**src/rtl/led_pkg.sv**
```systemverilog
// Shared mode encodings and 50 MHz timing constants for the LED control path.
package led_pkg;

  typedef enum logic [1:0] {
    MODE_OFF    = 2'd0,
    MODE_ON     = 2'd1,
    MODE_BLINK  = 2'd2,
    MODE_BREATH = 2'd3
  } mode_t;

  localparam int unsigned CNT_20MS_W  = 20;
  localparam int unsigned CNT_BLINK_W = 25;
  localparam int unsigned CNT_LONG_W  = 27;

  localparam logic [CNT_20MS_W-1:0]  CNT_20MS_MAX_DEF  = 20'd999_999;
  localparam logic [CNT_BLINK_W-1:0] CNT_BLINK_MAX_DEF = 25'd24_999_999;
  localparam logic [CNT_LONG_W-1:0]  CNT_LONG_MAX_DEF  = 27'd99_999_999;

  // Short-press mode sequence OFF -> ON -> BLINK -> BREATH -> OFF.
  function automatic mode_t next_mode(input mode_t m);
    case (m)
      MODE_OFF:    return MODE_ON;
      MODE_ON:     return MODE_BLINK;
      MODE_BLINK:  return MODE_BREATH;
      default:     return MODE_OFF;
    endcase
  endfunction

endpackage

```
**src/rtl/led_mode_ctrl_if.sv**
```systemverilog
// Key, PWM and LED pin bundle between the board side and led_mode_ctrl.
interface led_mode_ctrl_if;
  import led_pkg::*;

  logic  key_in;
  logic  breath_in;
  logic  led_out;
  logic  breath_en;
  mode_t mode;

  modport slave  (input key_in, breath_in, output led_out, breath_en, mode);
  modport master (output key_in, breath_in, input led_out, breath_en, mode);
endinterface

```
**src/rtl/key_filter.sv**
```systemverilog
// Push-button synchronizer and debouncer with one-cycle press/release pulses.
module key_filter
  import led_pkg::*;
#(
  parameter logic [CNT_20MS_W-1:0] CNT_20MS_MAX = CNT_20MS_MAX_DEF
) (
  input  logic clk,
  input  logic rst_n,
  input  logic key_in,
  output logic key_stable,
  output logic press_flag,
  output logic release_flag
);

  logic                  key_meta;
  logic                  key_sync;
  logic                  key_prev;
  logic [CNT_20MS_W-1:0] key_cnt;

  // Two-flop synchronizer; idle level is released (1).
  always_ff @(posedge clk or negedge rst_n) begin
    if (!rst_n) begin
      key_meta <= 1'b1;
      key_sync <= 1'b1;
    end else begin
      key_meta <= key_in;
      key_sync <= key_meta;
    end
  end

  // Accept a new level only after CNT_20MS_MAX+1 consecutive disagreeing cycles.
  always_ff @(posedge clk or negedge rst_n) begin
    if (!rst_n) begin
      key_cnt    <= '0;
      key_stable <= 1'b1;
    end else if (key_sync == key_stable) begin
      key_cnt <= '0;
    end else if (key_cnt == CNT_20MS_MAX) begin
      key_stable <= key_sync;
      key_cnt    <= '0;
    end else begin
      key_cnt <= key_cnt + CNT_20MS_W'(1);
    end
  end

  // Edge pulses on the debounced level.
  always_ff @(posedge clk or negedge rst_n) begin
    if (!rst_n) begin
      key_prev     <= 1'b1;
      press_flag   <= 1'b0;
      release_flag <= 1'b0;
    end else begin
      key_prev     <= key_stable;
      press_flag   <= key_prev & ~key_stable;
      release_flag <= ~key_prev & key_stable;
    end
  end

endmodule

```
**src/rtl/led_mode_ctrl.sv**
```systemverilog
// Key-driven LED mode controller: short press cycles the mode, long press forces OFF.
module led_mode_ctrl
  import led_pkg::*;
#(
  parameter logic [CNT_20MS_W-1:0]  CNT_20MS_MAX  = CNT_20MS_MAX_DEF,
  parameter logic [CNT_BLINK_W-1:0] CNT_BLINK_MAX = CNT_BLINK_MAX_DEF,
  parameter logic [CNT_LONG_W-1:0]  CNT_LONG_MAX  = CNT_LONG_MAX_DEF
) (
  input  logic               sys_clk,
  input  logic               sys_rst_n,
  led_mode_ctrl_if.slave     bus
);

  logic                   key_stable;
  logic                   press_flag;
  logic                   release_flag;
  logic                   pressed;
  logic [CNT_LONG_W-1:0]  hold_cnt;
  logic                   long_flag;
  logic                   short_flag_c;
  mode_t                  mode_q;
  mode_t                  mode_d;
  logic                   breath_en_d;
  logic                   breath_en_q;
  logic [CNT_BLINK_W-1:0] blink_cnt;
  logic                   blink_lvl;
  logic                   led_q;

  key_filter #(
    .CNT_20MS_MAX (CNT_20MS_MAX)
  ) u_key_filter (
    .clk          (sys_clk),
    .rst_n        (sys_rst_n),
    .key_in       (bus.key_in),
    .key_stable   (key_stable),
    .press_flag   (press_flag),
    .release_flag (release_flag)
  );

  // Tracks an open press so a release is only honoured after its press.
  always_ff @(posedge sys_clk or negedge sys_rst_n) begin
    if (!sys_rst_n)        pressed <= 1'b0;
    else if (press_flag)   pressed <= 1'b1;
    else if (release_flag) pressed <= 1'b0;
  end

  // Stable-press duration, saturating; long_flag pulses once when it saturates.
  always_ff @(posedge sys_clk or negedge sys_rst_n) begin
    if (!sys_rst_n) begin
      hold_cnt  <= '0;
      long_flag <= 1'b0;
    end else begin
      long_flag <= ~key_stable && (hold_cnt == CNT_LONG_MAX - CNT_LONG_W'(1));
      if (release_flag)
        hold_cnt <= '0;
      else if (!key_stable && hold_cnt != CNT_LONG_MAX)
        hold_cnt <= hold_cnt + CNT_LONG_W'(1);
    end
  end

  assign short_flag_c = release_flag && pressed && (hold_cnt < CNT_LONG_MAX);

  // Mode state register.
  always_ff @(posedge sys_clk or negedge sys_rst_n) begin
    if (!sys_rst_n) begin
      mode_q      <= MODE_OFF;
      breath_en_q <= 1'b0;
    end else begin
      mode_q      <= mode_d;
      breath_en_q <= breath_en_d;
    end
  end

  // Next mode from press flags; breath_en follows the next mode.
  always_comb begin
    mode_d      = mode_q;
    breath_en_d = 1'b0;
    if (long_flag)
      mode_d = MODE_OFF;
    else if (short_flag_c)
      mode_d = next_mode(mode_q);
    breath_en_d = (mode_d == MODE_BREATH);
  end

  // Blink half-period generator; parked lit outside BLINK so entry starts lit.
  always_ff @(posedge sys_clk or negedge sys_rst_n) begin
    if (!sys_rst_n) begin
      blink_cnt <= '0;
      blink_lvl <= 1'b1;
    end else if (mode_q != MODE_BLINK) begin
      blink_cnt <= '0;
      blink_lvl <= 1'b1;
    end else if (blink_cnt == CNT_BLINK_MAX) begin
      blink_cnt <= '0;
      blink_lvl <= ~blink_lvl;
    end else begin
      blink_cnt <= blink_cnt + CNT_BLINK_W'(1);
    end
  end

  // Registered LED pin mux.
  always_ff @(posedge sys_clk or negedge sys_rst_n) begin
    if (!sys_rst_n) begin
      led_q <= 1'b0;
    end else begin
      case (mode_q)
        MODE_OFF:   led_q <= 1'b0;
        MODE_ON:    led_q <= 1'b1;
        MODE_BLINK: led_q <= blink_lvl;
        default:    led_q <= bus.breath_in;
      endcase
    end
  end

  assign bus.led_out   = led_q;
  assign bus.breath_en = breath_en_q;
  assign bus.mode      = mode_q;

endmodule

```
**src/flat_wrapper.sv**
```systemverilog
// flat-port wrapper written by rule: the top's interface ports become plain ports
module led_mode_ctrl_flat import led_pkg::*;
#(
  parameter logic [CNT_20MS_W-1:0]  CNT_20MS_MAX  = CNT_20MS_MAX_DEF,
  parameter logic [CNT_BLINK_W-1:0] CNT_BLINK_MAX = CNT_BLINK_MAX_DEF,
  parameter logic [CNT_LONG_W-1:0]  CNT_LONG_MAX  = CNT_LONG_MAX_DEF
)
  (sys_clk, sys_rst_n, bus_key_in, bus_breath_in, bus_led_out, bus_breath_en, bus_mode);
  led_mode_ctrl_if bus_i ();
  input  logic sys_clk;
  input  logic sys_rst_n;
  input wire logic [$bits(bus_i.key_in)-1:0] bus_key_in;
  input wire logic [$bits(bus_i.breath_in)-1:0] bus_breath_in;
  output wire logic [$bits(bus_i.led_out)-1:0] bus_led_out;
  output wire logic [$bits(bus_i.breath_en)-1:0] bus_breath_en;
  output wire logic [$bits(bus_i.mode)-1:0] bus_mode;
  assign bus_i.key_in = bus_key_in;
  assign bus_i.breath_in = bus_breath_in;
  assign bus_led_out = bus_i.led_out;
  assign bus_breath_en = bus_i.breath_en;
  assign bus_mode = bus_i.mode;
  led_mode_ctrl #(.CNT_20MS_MAX(CNT_20MS_MAX), .CNT_BLINK_MAX(CNT_BLINK_MAX), .CNT_LONG_MAX(CNT_LONG_MAX)) u_core (.sys_clk(sys_clk), .sys_rst_n(sys_rst_n), .bus(bus_i));
endmodule
```
**config.mk**
```make
export PLATFORM = sky130hd
export DESIGN_NAME = led_mode_ctrl_flat
export DESIGN_NICKNAME = d
export VERILOG_FILES = /design/src/rtl/led_pkg.sv /design/src/rtl/led_mode_ctrl_if.sv /design/src/rtl/key_filter.sv /design/src/rtl/led_mode_ctrl.sv /design/src/flat_wrapper.sv
export SDC_FILE = /design/constraint.sdc
export NUM_CORES = 1
export LEC_CHECK = 0
export CELL_PAD_IN_SITES_DETAIL_PLACEMENT = 1
export CELL_PAD_IN_SITES_GLOBAL_PLACEMENT = 1
export CORE_AREA = 2 2 101 103
export CTS_BUF_LIST = sky130_fd_sc_hd__clkbuf_4
export CTS_CLUSTER_DIAMETER = 120
export DETAILED_ROUTE_END_ITERATION = 8
export DIE_AREA = 0 0 103 105
export GPL_ROUTABILITY_DRIVEN = 0
export PLACE_DENSITY_LB_ADDON = 0.1
export RECOVER_POWER = 100
export SLEW_MARGIN = 20
export SYNTH_ARGS = -nofsm -noshare
export SYNTH_HDL_FRONTEND = slang
export SYNTH_HIERARCHICAL = 1
export SYNTH_SLANG_ARGS = --single-unit
```
**constraint.sdc**
```tcl
create_clock -name sys_clk -period 2.1 [get_ports sys_clk]
set_input_delay 0.315 -clock sys_clk [delete_from_list [all_inputs] [get_ports sys_clk]]
set_output_delay 0.315 -clock sys_clk [all_outputs]
set_load 0.005 [all_outputs]
```
==> results.md <==
- Outcome: finished, violations left
- Failing checks: max-capacitance violations, max-slew violations
- Synth Area in Compound Gates: ~5.4%
- Number of synthesized register bits: 85
- Antenna violations before repair: 0
- Worst-path clk slew: between 0.1 and 0.15 ns
- Lkg Pwr: 1.929 nW
- Finished Core Util: about half
- Floorplan Core Area: just under 10000 um2
- Hold Fails Final Rpt: 0
- Fillers: between 1000 and 1500
- Worst-Margin Slew: between 1.5 and 2 ns
- CTS tree: done
- TritonCTS Sinks: between 80 and 90
- Worst EP arrival: about 2.4 ns
- First-pass GRT wire length: around 16000 um
- Vias per cell: approximately 5.4
- Drt drc: 0
- CP Capture Type: flip-flop
- Site row count: 36
- DPL Wire Length: about 6500 um
- Worst rel slew slack: -1.997%
- Post-synth EDFFs: 0
- Synth unique cells: 51
- Clock skew: 0.01209 ns
- Max stage delay on crit path: about 0.45 ns
- WP data required: 2.48 ns
- I/O pins: 8
- Die area: between 10000 and 15000 um2
- Crit path max-delay family: simple AND/OR/NAND/NOR gates
- Cell Area, Synth: 4335 um2
- Largest family of logic cells by synthesized area: simple AND/OR/NAND/NOR gates
- CTS H-tree lvls: 3
- Area share of fa/ha/maj cells after synthesis: under 10%
- Mapped Cells: approximately 440
- Grt ovf: 0
- Max Slew Vio Count: 27
- Post-synthesis simple-gate area fraction: approximately 28%
- Number of global-route vias before repair: about 3300
- Sequential share of the synthesized area: 49.21%
- Total GRT Usage: a little under a fifth
- Syn. warnings: 6
- Total negative setup slack: 0 ns
- WP buf/inv: 0
- Crit path kind: flip-flop to flip-flop
- Drt pass-1 iters: 4
- 1st-iter DRT viols: 68
- Largest net degree at the start of global routing: 42
- Routed WL: between 9000 and 10000 um
- Worst setup SP type: flip-flop
- Asr flop ratio synth: 100.0%
- Vias: approximately 3300
- Layout cell share with drive strength beyond 1: roughly 12%
- Register area: approximately 2100 um2
- Syn_area_per_cell: 9.764 um2
- Num CTS Buffers: 9
- Peak supply drop: 343.7 uV
- Area Overhead vs Synth: 11.37%
- Post-layout minimum cycle time: 1.995 ns
- ANT nets after route: 0
- IO Port Bufs: 7
- Power density cells: between 500 and 600 nW/um2
- Final setup vio count: 0
- Clk root buf: clkbuf_4
- Area occupied by multi-input gates: between 2000 and 2500 um2
- XOR/XNOR share of the synthesized area: 11.11%
- Final nets: ~490
- Initial Util: about 45%
- Min-delay worst type: flip-flop to flip-flop
- Clock Tree Buf Depth: 2
- Fin crit share: between 90% and 100%
- CP Cell Sequence: nor3_1 -> o31ai_1 -> a41oi_1 -> and2_1 -> mux2i_1
- Net Count, Synth: 456
- Fmax: ~0.50 GHz
- Crit path max fanout: 4
- Die height: 105 um
- MaxCap Viol Count: 1
- N_diodes: 0
- Skew-Pair Late Insertion Delay: about 0.45 ns
- Wire per inst: approximately 15 um
- Critical Path Slowest Stage Cell: dfrtp_1
- Post-synthesis mux area share: less than 1%
- Die W: 103 um
- Post-synth top flop: dfrtp_1
final timing paths:
kind / from / endpoint / slack (ns) / cells after the start
setup / recovery: u_core/hold_cnt[9] / u_core/bus.mode[1] / 0.10 / 5
hold / removal: u_core/u_key_filter/key_meta / u_core/u_key_filter/key_sync / 0.36 / 0
setup reg to reg: u_core/hold_cnt[9] / u_core/bus.mode[1] / 0.10 / 5
hold reg to reg: u_core/u_key_filter/key_meta / u_core/u_key_filter/key_sync / 0.36 / 0
max in group asynchronous: sys_rst_n / u_core/blink_lvl / 0.27 / 3
min in group asynchronous: sys_rst_n / u_core/blink_cnt[20] / 0.76 / 2
cell type report:
class                   instances  area share (%)
clock buffers                  12           1.866
inverters                      15           1.166
well taps                     133           3.446
clock inverters                 4           1.011
flip-flops and latches         85           44.21
repair buffers                 31           5.053
multi-input cells             331           43.25
sequential cells by signal, summed over array words and instances (netlist names), 2 cells and up:
register                     cells
u_core/hold_cnt                 27
u_core/blink_cnt                25
u_core/u_key_filter/key_cnt     20
u_core/bus.mode                  2
through the flow:
step / worst slack (ns) / std cells / total power, mW / cell area (um2) / hold WS (ns)
global placement: 0.1316 / 592 / 1.746 / 4671 / 0.2589
CTS: 0.02410 / 609 / 2.731 / 4820 / 0.2271
floorplan: 0.01205 / 444 / 1.695 / 4335 / 0.01941
global route: -0.00001377 / 611 / 2.798 / 4828 / 0.3683
detailed placement: 0.05488 / 592 / 1.748 / 4671 / 0.2578
finish: 0.1048 / 611 / 2.664 / 4828 / 0.3646
cell usage after synthesis, types with 4 or more instances:
| cell | instances | area [um2] |
|---|---|---|
| or3_1 | 7 | 43.79 |
| nor2_1 | 71 | 266.5 |
| dfstp_2 | 5 | 131.4 |
| inv_1 | 15 | 56.30 |
| xnor2_1 | 34 | 297.8 |
| nor4_1 | 11 | 68.82 |
| a21oi_1 | 15 | 75.07 |
| o31ai_1 | 6 | 45.04 |
| nand3_1 | 24 | 120.1 |
| buf_2 | 6 | 30.03 |
| and4_1 | 5 | 43.79 |
| dfrtp_1 | 80 | 2002 |
| clkbuf_1 | 4 | 15.01 |
| nand2_1 | 33 | 123.9 |
| xor2_1 | 21 | 183.9 |
| and3_1 | 6 | 37.54 |
| nand4_1 | 13 | 81.33 |
| nor3_1 | 18 | 90.09 |
| ha_1 | 8 | 100.1 |
| or4_1 | 5 | 37.54 |
| o21ai_0 | 8 | 40.04 |
| nor4b_1 | 5 | 43.79 |
cells in the final DEF (no fill, tap or decap), drive strengths merged, types with 2 or more instances in the layout:
cell type	instances
nor4	12
nor2	71
nand2b	3
a21oi	15
clkbuf	19
and2	3
buf	17
mux2i	3
nor4b	5
o21ai	9
or2	2
o31ai	6
nand4	16
nand2	33
and3	7
or3	8
dfrtp	80
nand3	24
nor2b	3
and4	6
xor2	21
ha	8
clkinv	3
dlygate4sd3	6
and4b	2
xnor2	34
nor3	18
or4	8
a21o	2
inv	15
dfstp	5
what timing repair did:
action	in CTS	in global routing
setup buffers	0	2
endpoints found under the hold margin	25	0
hold buffers	1	0
endpoints found under the setup margin	0	37
resized for setup	0	7
layer usage:
layer	up-vias	global-route usage [%]	part of all wire, %	routed length, um
li1	1605	-	-	-
met1	1649	24.50	47	4420
met2	31	30.43	49	4558
met3	10	5.753	3.0	276
met4	0	4.887	0.96	90
met5	-	0	0	0
where the power goes:
group          total [mW]  internal, mW  switching (mW)
Clock               0.952         0.402           0.549
Sequential           1.65          1.64         0.00637
Combinational      0.0609        0.0165          0.0444
Total                2.66          2.06           0.600
cell families (layout without fill, tap and decap cells):
group                    Yosys count  count (layout)
XOR/XNOR                          55              55
multiplexers                       4               4
AND/OR/NAND/NOR                  226             226
flip-flops                        85              85
adder cells (fa/ha/maj)            8               8
buffers and inverters             28              62
AO/OA/AOI/OAI                     38              38
Power figures use the tool's default switching activity.
